[config.mk]
export PLATFORM = sky130hd
export DESIGN_NAME = dff_delay_line
export DESIGN_NICKNAME = d
export VERILOG_FILES = /design/src/rtl/dff_delay_line_pkg.sv /design/src/rtl/dff_delay_line_stage.sv /design/src/rtl/dff_delay_line.sv
export SDC_FILE = /design/constraint.sdc
export NUM_CORES = 1
export LEC_CHECK = 0
export ABC_AREA = 1
export BUFFER_PORTS_ARGS = -buffer_cell sky130_fd_sc_hd__buf_2
export CAP_MARGIN = 10
export CORE_ASPECT_RATIO = 1.75
export CORE_MARGIN = 2
export CORE_UTILIZATION = 55
export DETAILED_ROUTE_END_ITERATION = 7
export PLACE_DENSITY = 0.82
export SLEW_MARGIN = 5
export SYNTH_ARGS = -nofsm -noshare
export SYNTH_HDL_FRONTEND = slang
export SYNTH_HIERARCHICAL = 1
export SYNTH_SLANG_ARGS = --single-unit
[constraint.sdc]
create_clock -name c -period 2.4 [get_ports c]
set_clock_uncertainty 0.15 [all_clocks]
set_input_delay 0.48 -clock c [delete_from_list [all_inputs] [get_ports c]]
set_output_delay 0.48 -clock c [all_outputs]
set_load 0.05 [all_outputs]
[src/rtl/dff_delay_line_pkg.sv]
// Shared width helpers and index types for the parametrised register delay line.
package dff_delay_line_pkg;

  localparam int DEFAULT_WIDTH = 8;
  localparam int DEFAULT_DEPTH = 4;

  // Constant-evaluable ceil(log2(value)); clog2(1) = 0.
  function automatic int clog2(input int value);
    int result;
    result = 0;
    for (int i = 0; i < 31; i++) begin
      if ((1 << i) < value) begin
        result = i + 1;
      end
    end
    return result;
  endfunction

  // Tap selector width never collapses to zero bits, even for a single stage.
  function automatic int tap_width(input int depth);
    return (clog2(depth) < 1) ? 1 : clog2(depth);
  endfunction

  // The occupancy count must represent 0..depth inclusive.
  function automatic int cnt_width(input int depth);
    return clog2(depth + 1);
  endfunction

  localparam int DEFAULT_TSW = tap_width(DEFAULT_DEPTH);
  localparam int DEFAULT_CW  = cnt_width(DEFAULT_DEPTH);

  typedef logic [DEFAULT_TSW-1:0] stage_idx_t;
  typedef logic [DEFAULT_CW-1:0]  fill_cnt_t;

endpackage

[src/rtl/dff_delay_line_stage.sv]
// One delay-line stage: a WIDTH-bit data register paired with its valid bit.
module dff_stage
  import dff_delay_line_pkg::*;
#(
  parameter int               WIDTH   = DEFAULT_WIDTH,
  parameter logic [WIDTH-1:0] RST_VAL = '0
) (
  input  logic             c,
  input  logic             r,
  input  logic             en,
  input  logic             clr,
  input  logic [WIDTH-1:0] d,
  input  logic             d_vld,
  output logic [WIDTH-1:0] q,
  output logic             q_vld
);

  // clr drops only the valid bit; the stale data stays so q keeps its old value.
  always_ff @(posedge c) begin
    if (r) begin
      q     <= RST_VAL;
      q_vld <= 1'b0;
    end else if (clr) begin
      q_vld <= 1'b0;
    end else if (en) begin
      q     <= d;
      q_vld <= d_vld;
    end
  end

endmodule

[src/rtl/dff_delay_line.sv]
// WIDTH-bit, DEPTH-stage delay line with stall, flush, valid tracking,
// a run-time selectable tap and an occupancy count.
module dff_delay_line
  import dff_delay_line_pkg::*;
#(
  parameter int               WIDTH   = DEFAULT_WIDTH,
  parameter int               DEPTH   = DEFAULT_DEPTH,
  parameter logic [WIDTH-1:0] RST_VAL = '0,
  localparam int              TSW     = tap_width(DEPTH),
  localparam int              CW      = cnt_width(DEPTH)
) (
  input  logic             c,
  input  logic             r,
  input  logic             en,
  input  logic             flush,
  input  logic [WIDTH-1:0] d,
  input  logic             d_vld,
  input  logic [TSW-1:0]   tap_sel,
  output logic [WIDTH-1:0] q,
  output logic             q_vld,
  output logic [WIDTH-1:0] tap,
  output logic             tap_vld,
  output logic [CW-1:0]    fill_cnt
);

  logic [WIDTH-1:0] stage_data [DEPTH];
  logic [DEPTH-1:0] stage_vld;

  for (genvar i = 0; i < DEPTH; i++) begin : g_stage
    logic [WIDTH-1:0] in_data;
    logic             in_vld;

    if (i == 0) begin : g_head
      assign in_data = d;
      assign in_vld  = d_vld;
    end else begin : g_body
      assign in_data = stage_data[i-1];
      assign in_vld  = stage_vld[i-1];
    end

    dff_stage #(
      .WIDTH   (WIDTH),
      .RST_VAL (RST_VAL)
    ) u_stage (
      .c     (c),
      .r     (r),
      .en    (en),
      .clr   (flush),
      .d     (in_data),
      .d_vld (in_vld),
      .q     (stage_data[i]),
      .q_vld (stage_vld[i])
    );
  end

  // Incremental count: one sample may enter and one may leave per shift,
  // which keeps it equal to the popcount of stage_vld without an adder tree.
  always_ff @(posedge c) begin
    if (r) begin
      fill_cnt <= '0;
    end else if (flush) begin
      fill_cnt <= '0;
    end else if (en) begin
      fill_cnt <= fill_cnt + CW'(d_vld) - CW'(stage_vld[DEPTH-1]);
    end
  end

  assign q     = stage_data[DEPTH-1];
  assign q_vld = stage_vld[DEPTH-1];

  // Selectors beyond the last stage fall through to the reset value, invalid.
  always_comb begin
    tap     = RST_VAL;
    tap_vld = 1'b0;
    for (int i = 0; i < DEPTH; i++) begin
      if (tap_sel == TSW'(i)) begin
        tap     = stage_data[i];
        tap_vld = stage_vld[i];
      end
    end
  end

endmodule

# [Word level (Yosys, flattened, before mapping)]
# Cells that the tools add are included.
# W data, S select, Z words.
[word_totals] elab_cells=26 out_inout_bits=21 register_bits=39 inputBits=15
[op_classes] eq_ne=3 n_mux=8 bitwise=1 add_sub_neg=2 n_reduce_logical=3
[op_table] operator="$mux W8" n=4
[op_table] operator="$eq A2 B2 Y1 const B" n=2
[op_table] operator="$mux W1" n=4
[op_table] operator="$add A3 B1 Y3" n=1
[op_table] operator="$sub A3 B1 Y3" n=1
[op_table] operator="$eq A2 B1 Y1 const B" n=1
[op_table] operator="$logic_not A2 Y1" n=1
[op_table] operator="$reduce_and A2 Y1" n=1
[op_table] operator="$reduce_or A2 Y1" n=1
[op_table] operator="$not A1 Y1" n=1

# [Logic depth before layout (Yosys ltp)]
# Gate-level depths: netlist of run 1.
[depth] ltp_word=5 depth_mapped=12

# [By module]
# Netlist of run 1, hierarchy kept.
[modules_own_cells] mod="dff_stage" cells_each=58 n_inst=4 area_each_um2=390.4 seq_area_each_um2=180.2
[modules_own_cells] mod="dff_delay_line" cells_each=77 n_inst=1 area_each_um2=417.9 seq_area_each_um2=60.1

# [Worst setup path before layout of run 1]
# No wires, ideal clock.
[synth_timing] path_kind="register -> register" start="reg fill_cnt[0]" end="reg fill_cnt[2]" setup_slack_ns=0.265 t_required_ns=2.137 path_buffers=0 synth_period_minus_slack_ns=2.135 stages_incl_launch_ff=13 t_arrival_ns=1.872 setup_ns=0.113 path_cell_list="dfxtp_1 > inv_1 > ha_1 > inv_1 > ha_1 > inv_1 > fa_1 > inv_1 > nand2_1 > nand3_1 > nand2_1 > nand2_1 > nor2_1"
[synth_via] elab_chain_cells=2
[synth_lines] item="from (decl)" line_no="dff_delay_line.sv:23" rtl="output logic [CW-1:0] fill_cnt"
[synth_lines] item="from (signal assigned)" line_no="dff_delay_line.sv:64" rtl="fill_cnt <= fill_cnt + CW'(d_vld) - CW'(stage_vld[DEPTH-1]);"
[synth_lines] item="$add A3 B1 Y3" line_no="dff_delay_line.sv:64"
[synth_lines] item="$sub A3 B1 Y3" line_no="dff_delay_line.sv:64"
# No other way between the ends.
# A chain may end at the register's enable or synchronous reset.

# [Worst setup path after layout of run 1]
[layout_timing] start="in tap_sel[1]" end="out tap[5]"
[layout_via] elab_chain_cells=5
[layout_lines] item="from (decl)" line_no="dff_delay_line.sv:18" rtl="input logic [TSW-1:0] tap_sel,"
[layout_lines] item="$logic_not A2 Y1" line_no="dff_delay_line.sv:76" rtl="if (tap_sel == TSW'(i)) begin"
[layout_lines] item="$mux W8 (3 in series)" line_no="dff_delay_line.sv:76"
[layout_lines] item="$mux W8 *" line_no="dff_delay_line.sv:76"
[layout_lines] item="to (decl)" line_no="dff_delay_line.sv:21" rtl="output logic [WIDTH-1:0] tap,"
# Every way passes the cells marked *; elsewhere a longest branch is shown, timed or not.

==> results of run 1 <==
## registers in the layout, indices dropped and copies added (netlist names)
signal / count
fill_cnt: 3
g_stage.u_stage/q_vld: 4
g_stage.u_stage/q: 32
## critical path: cells and delay by family
kind,cells,cell delay [ns]
buf+inv,2,0.40
simple gates,3,0.55
## how the worst min path moves through the flow
stage                                                startpoint                                     to  slack, ns  depth (start not counted)
after floorplan           g_stage[0].u_stage/q_vld$_SDFFE_PP0P_  g_stage[1].u_stage/q_vld$_SDFFE_PP0P_       0.29                          2
after global placement    g_stage[1].u_stage/q_vld$_SDFFE_PP0P_  g_stage[2].u_stage/q_vld$_SDFFE_PP0P_       0.31                          2
after detailed placement  g_stage[2].u_stage/q_vld$_SDFFE_PP0P_  g_stage[3].u_stage/q_vld$_SDFFE_PP0P_       0.32                          2
after CTS                                                 d_vld  g_stage[0].u_stage/q_vld$_SDFFE_PP0P_       0.30                          3
after global routing                                      d_vld  g_stage[0].u_stage/q_vld$_SDFFE_PP0P_       0.31                          3
final                                                     d_vld  g_stage[0].u_stage/q_vld$_SDFFE_PP0P_       0.32                          3
## cells in the mapped netlist
| library cell | count | area share |
|---|---|---|
| ha_1 | 2 | 0.013 |
| nand3_1 | 33 | 0.083 |
| inv_1 | 39 | 0.074 |
| dfxtp_1 | 39 | 0.39 |
| nor2_2 | 1 | 0.0032 |
| inv_2 | 10 | 0.019 |
| nand2_1 | 85 | 0.16 |
| clkinv_1 | 5 | 0.0095 |
| fa_1 | 1 | 0.010 |
| a21oi_1 | 6 | 0.015 |
| o21ai_0 | 2 | 0.0051 |
| nand4_1 | 9 | 0.028 |
| nor2_1 | 67 | 0.13 |
| buf_6 | 4 | 0.023 |
| nor2_4 | 6 | 0.034 |
## area by class of cell
class	instances	area share
Clock buffer	7	0.03385
Clock inverter	1	0.002220
Inverter	54	0.08990
Multi-Input combinational cell	212	0.4218
Sequential cell	39	0.3463
Tap cell	45	0.02497
Timing Repair Buffer	36	0.08102
## kinds of logic after synthesis
logic type	synth area share
adders and majority gates	0.02275
DFF	0.3944
and+or+nand+nor	0.4374
buffers and inverters	0.1252
AOI/OAI and AO/OA	0.02023
## per-layer routing
metal	track usage	share of wire	vias up
li1	-	-	1015
met1	0.2168	0.39	771
met2	0.3943	0.55	37
met3	0.04496	0.043	7
met4	0.08312	0.018	0
met5	0	0	-
## stage by stage
step,utilization,cells,hold WS (ns),power [W]
after floorplan,-,309,0.2947,0.0009343
after global placement,0.6395,386,0.3100,0.0009940
after detailed placement,0.6395,386,0.3160,0.0009998
after CTS,0.6635,394,0.3013,0.001414
after global routing,0.6635,394,0.3108,0.001466
final,0.6635,394,0.3158,0.001398
## power by group
group / switching (W) / internal, W
sequential: 0.0000264 / 0.000684
combinational: 0.000194 / 0.0000792
clock: 0.000211 / 0.000204
total: 0.000431 / 0.000966
==> results.ini, run 1 <==
[status]
outcome = completed

[clock_tree]
clk_latency_ns = 0.29
clk_path_buf_depth = 2
cts_tree = yes
cts_max_level = 2
cts_root_buf = clkbuf_8
cts_resized = 0
cts_setup_buffers = 0
numCtsBuffers = 5
cts_sinks = 39
cts_hold_buf = 0
clk_pin_slew_ns = 0.07

[timing]
final.period_utilization = 0.8592
worstMarginPinSlew_ns = 0.3962
rsz0062_at_grt = no
period_minus_slack_ns = 2.062
setup_ws_ns = 0.3380
slew_headroom = 0.7359
hold_viol = 0
slew_violations = 0
fmax_mhz = 485.0
setup_viol = 0
tns_ns = 0

[yosys]
seq_area_frac_synth = 0.3944
synth_area_per_cell_um2 = 6.406
synth_nets = 327
yosys_warnings = 6
ys_seq_elements = 39
syn_area_um2 = 1979
ys_types = 15
syn_inst = 309

[cells_and_area]
final_area_um2 = 2255
multi_input_area_um2 = 950.9
fillers = 355
area_growth_pct = 13.91
diodes = 0
nNetsFinal = 366
regArea_um2 = 780.7
layout-drive-gt1-share = 0.1691
layout_commonest_cell = nand2_1
layout_common_cells = nand2_1, nor2_1, inv_1, dfxtp_1, buf_2

[critical_path]
rrSetupSlack_ns = 0.49
crit_start = tap_sel[1]
cp_cell_sequence = buf_2, nor2_2, nand2_1, nand4_1, buf_2
arrival_ns = 1.43
critPathCaptureType = output port
crit_top_cell = buf_2
crit_slowest_cell = nor2_2
cp-start-kind = primary input
crit_end = tap[5]
crit_type = in -> out
ff2ff_path_depth = 11
worstReg2RegStart = fill_cnt[0]$_SDFFE_PP0P_
cp.required_ns = 1.77
r2r-end = fill_cnt[2]$_SDFFE_PP0P_
max_stage_delay_ns = 0.34
critPathMaxFanout = 9

[grt]
grt_pass1_wl_mm = 6.831
grt_max_degree = 25
antenna_found_initial = 0
grt-ovfl-total = 0
grt_pass1_vias = 1631
grt_use_total = 0.2101

[drt]
first_pass_iters = 4
totalWireLength_mm = 3.933
drt-initial-drc-count = 32
drc = 0
postRouteAntennaNets = 0
vias = 1830
wl_per_cell_um = 9.982
via_per_inst = 4.645

[die]
die_h_um = 83.36
pin_count = 36
core_um2 = 3398
dieArea_um2 = 4114
dieWidth_um = 49.35
start_util = 0.5825
rows = 28

[pwr]
power_density_nw_per_um2 = 620.0
leakagePower_nw = 1.102
ir_drop_mv = 0.5829

[placement]
place_hpwl_mm = 3.129
dpl_cell_area_um2 = 2173
finalWeightedCongestion = 0.8018
dpl_worst_slack_ns = 0.3223
io_buffers = 35

[run]
drv_cap = 0

[hold_path]
worstHoldPathType = in -> reg

(Power assumes the default switching activity.)
==> inputs of run 2 (changes only) <==
- ABC_AREA: 1 -> default
- HOLD_SLACK_MARGIN: default -> 0.02
==> run 2 against run 1 <==
Compared with the run above:
- worst setup slack got worse by 0.096 ns
- clock power rose by 17%
- power fell by 6.4%
- routed wire length rose by 8.9%
- sequential power fell by 5.8%
- non-clock buffer count rose by 5
- synthesized area rose by 1.6%
- sequential share of layout area fell by 0.97 points
- cell area rose by 3.1%
- critical path depth fell by 2
- first-iteration DRC count rose by 31%
- critical endpoint unchanged
- largest cell class unchanged
- highest routed layer unchanged
==> results.ini, run 2 <==
[cells_and_area]
regMostFlops = g_stage.u_stage/q
area_growth_pct = 15.56
largest_reg_flops = 32
layout-drive-gt1-share = 0.2864
layout_commonest_cell = dfxtp_1
fillers = 317
layout_common_cells = dfxtp_1, buf_2, nand2b_1, nand4bb_1, o21ai_1
diodes = 0
nNetsFinal = 237
top_regs = g_stage.u_stage/q: 32 flops, g_stage.u_stage/q_vld: 4 flops, fill_cnt: 3 flops

[yosys]
syn_inst = 181
ys.flop_type = dfxtp_1
yosys_warnings = 6
synth_enable_flop_cells = 0
ys_seq_elements = 39
post-synth-top-count-cell = dfxtp_1
syn_area_um2 = 2011
synth_area_leader_cell = dfxtp_1
seq_area_frac_synth = 0.3883
synth_nets = 199
netlist_top_cells_count = dfxtp_1, nand2b_1, nand4bb_1, o21ai_1, mux4_2
synth_top_area_share = 0.3883
ys_types = 20
async_reset_ff_frac = 0
synth_area_leaders = dfxtp_1, nand4bb_1, mux4_2, nand2b_1, o21ai_1
synth_area_per_cell_um2 = 11.11

[timing]
slew_violations = 0
setup_ws_ns = 0.2420
tns_ns = 0
period_minus_slack_ns = 2.158
setup_viol = 0
rsz0062_at_grt = no
hold_viol = 0
slew_headroom = 0.5057
fmax_mhz = 463.4
final.period_utilization = 0.8991
worstMarginPinSlew_ns = 0.7415

[critical_path]
cp.required_ns = 1.77
crit_slowest_cell = mux4_2
critPathCaptureType = output port
arrival_ns = 1.53
crit_buf_inv = 2
crit_type = in -> out
cp_cell_sequence = buf_2, mux4_2, buf_2
path_delay_family = multiplexers
max_stage_delay_ns = 0.54
critPathMaxFanout = 9
crit_top_cell = buf_2
cp-start-kind = primary input

[hold_path]
worstHoldPathType = in -> reg

[clock_tree]
cts_resized = 0
clk_path_buf_depth = 2
cts_sinks = 39
cts_tree = yes
cts_max_level = 2
cts_hold_buf = 0
numCtsBuffers = 5
clk_pin_slew_ns = 0.07
cts_setup_buffers = 0
clk_latency_ns = 0.29
cts_root_buf = clkbuf_8

[run]
drv_cap = 0

[placement]
place_hpwl_mm = 2.815
io_buffers = 35
dpl_worst_slack_ns = 0.2201
finalWeightedCongestion = 0.8075

[status]
outcome = completed

[die]
pin_count = 36
core_um2 = 3556
start_util = 0.5654
dieWidth_um = 49.71
dieArea_um2 = 4174
rows = 29
die_h_um = 83.99

[drt]
vias = 1547
totalWireLength_mm = 4.282
wl_per_cell_um = 16.10
postRouteAntennaNets = 0
first_pass_iters = 4
via_per_inst = 5.816
drc = 0
drt-initial-drc-count = 42

[grt]
antenna_found_initial = 0
grt_use_total = 0.2223
grt_pass1_wl_mm = 7.176
grt_pass1_vias = 1471
grt-ovfl-total = 0
grt_max_degree = 73

[pwr]
leakagePower_nw = 0.8907
power_density_nw_per_um2 = 563.0
ir_drop_mv = 0.4746

[run 2: worst paths after layout]
check	startpoint	to	slack [ns]	depth (start not counted)
worst max-delay path	tap_sel[0]	tap[5]	0.24	3
worst min-delay path	d[4]	g_stage[0].u_stage/q[4]$_SDFFE_PP0P_	0.31	3
worst max register to register	fill_cnt[0]$_SDFFE_PP0P_	fill_cnt[2]$_SDFFE_PP0P_	0.27	9
worst min register to register	g_stage[3].u_stage/q[7]$_SDFFE_PP0P_	g_stage[3].u_stage/q[7]$_SDFFE_PP0P_	0.33	2
[run 2: metrics by stage]
stage / area (um2) / util / power, W / hold WS, ns / cells
final: 2323 / 0.6534 / 0.001308 / 0.3087 / 266
after global routing: 2323 / 0.6534 / 0.001358 / 0.3228 / 266
after CTS: 2323 / 0.6534 / 0.001320 / 0.3057 / 266
after detailed placement: 2223 / 0.6253 / 0.0008383 / 0.3247 / 258
after global placement: 2223 / 0.6253 / 0.0008359 / 0.3144 / 258
after floorplan: 2012 / - / 0.0007899 / 0.3015 / 181
[run 2: final cells by class]
class                   count  area [um2]  share of cell area
multi-input cells         128        1149              0.4943
flip-flops and latches     39       782.0              0.3366
repair buffers             41       220.2             0.09478
clock buffers               8       100.1             0.04308
well taps                  46       57.56             0.02477
inverters                   4       15.01            0.006462
[run 2: power breakdown]
| part | switching [W] | leakage, nW | internal, W | total (W) |
|---|---|---|---|---|
| Combinational | 0.0000858 | 0.523 | 0.0000685 | 0.000154 |
| Clock | 0.000222 | 0.0515 | 0.000262 | 0.000484 |
| Sequential | 0.0000105 | 0.316 | 0.000659 | 0.000669 |
[run 2: worst min-delay path, delay by kind of cell]
family,cells,cell delay (ns)
and+or+nand+nor,1,0.09
buffers and inverters,1,0.08
AOI/OAI and AO/OA,1,0.08
[run 2: cells by family (layout without fill, tap and decap cells)]
group	count (synthesis)	in the layout	synth area share
AO/OA/AOI/OAI	35	35	0.09583
XOR/XNOR	1	1	0.004357
adder cells (fa/ha/maj)	3	3	0.02240
buffers and inverters	14	53	0.04044
flip-flops	39	39	0.3883
multiplexers	14	14	0.1257
AND/OR/NAND/NOR	75	75	0.3230
[run 2: metal layers]
metal / GRT usage / part of all wire / vias to the layer above
met1: 0.2981 / 0.45 / 759
met2: 0.3479 / 0.50 / 29
met3: 0.05735 / 0.037 / 7
met4: 0.06818 / 0.013 / 0
li1: - / - / 752
met5: 0 / 0 / -
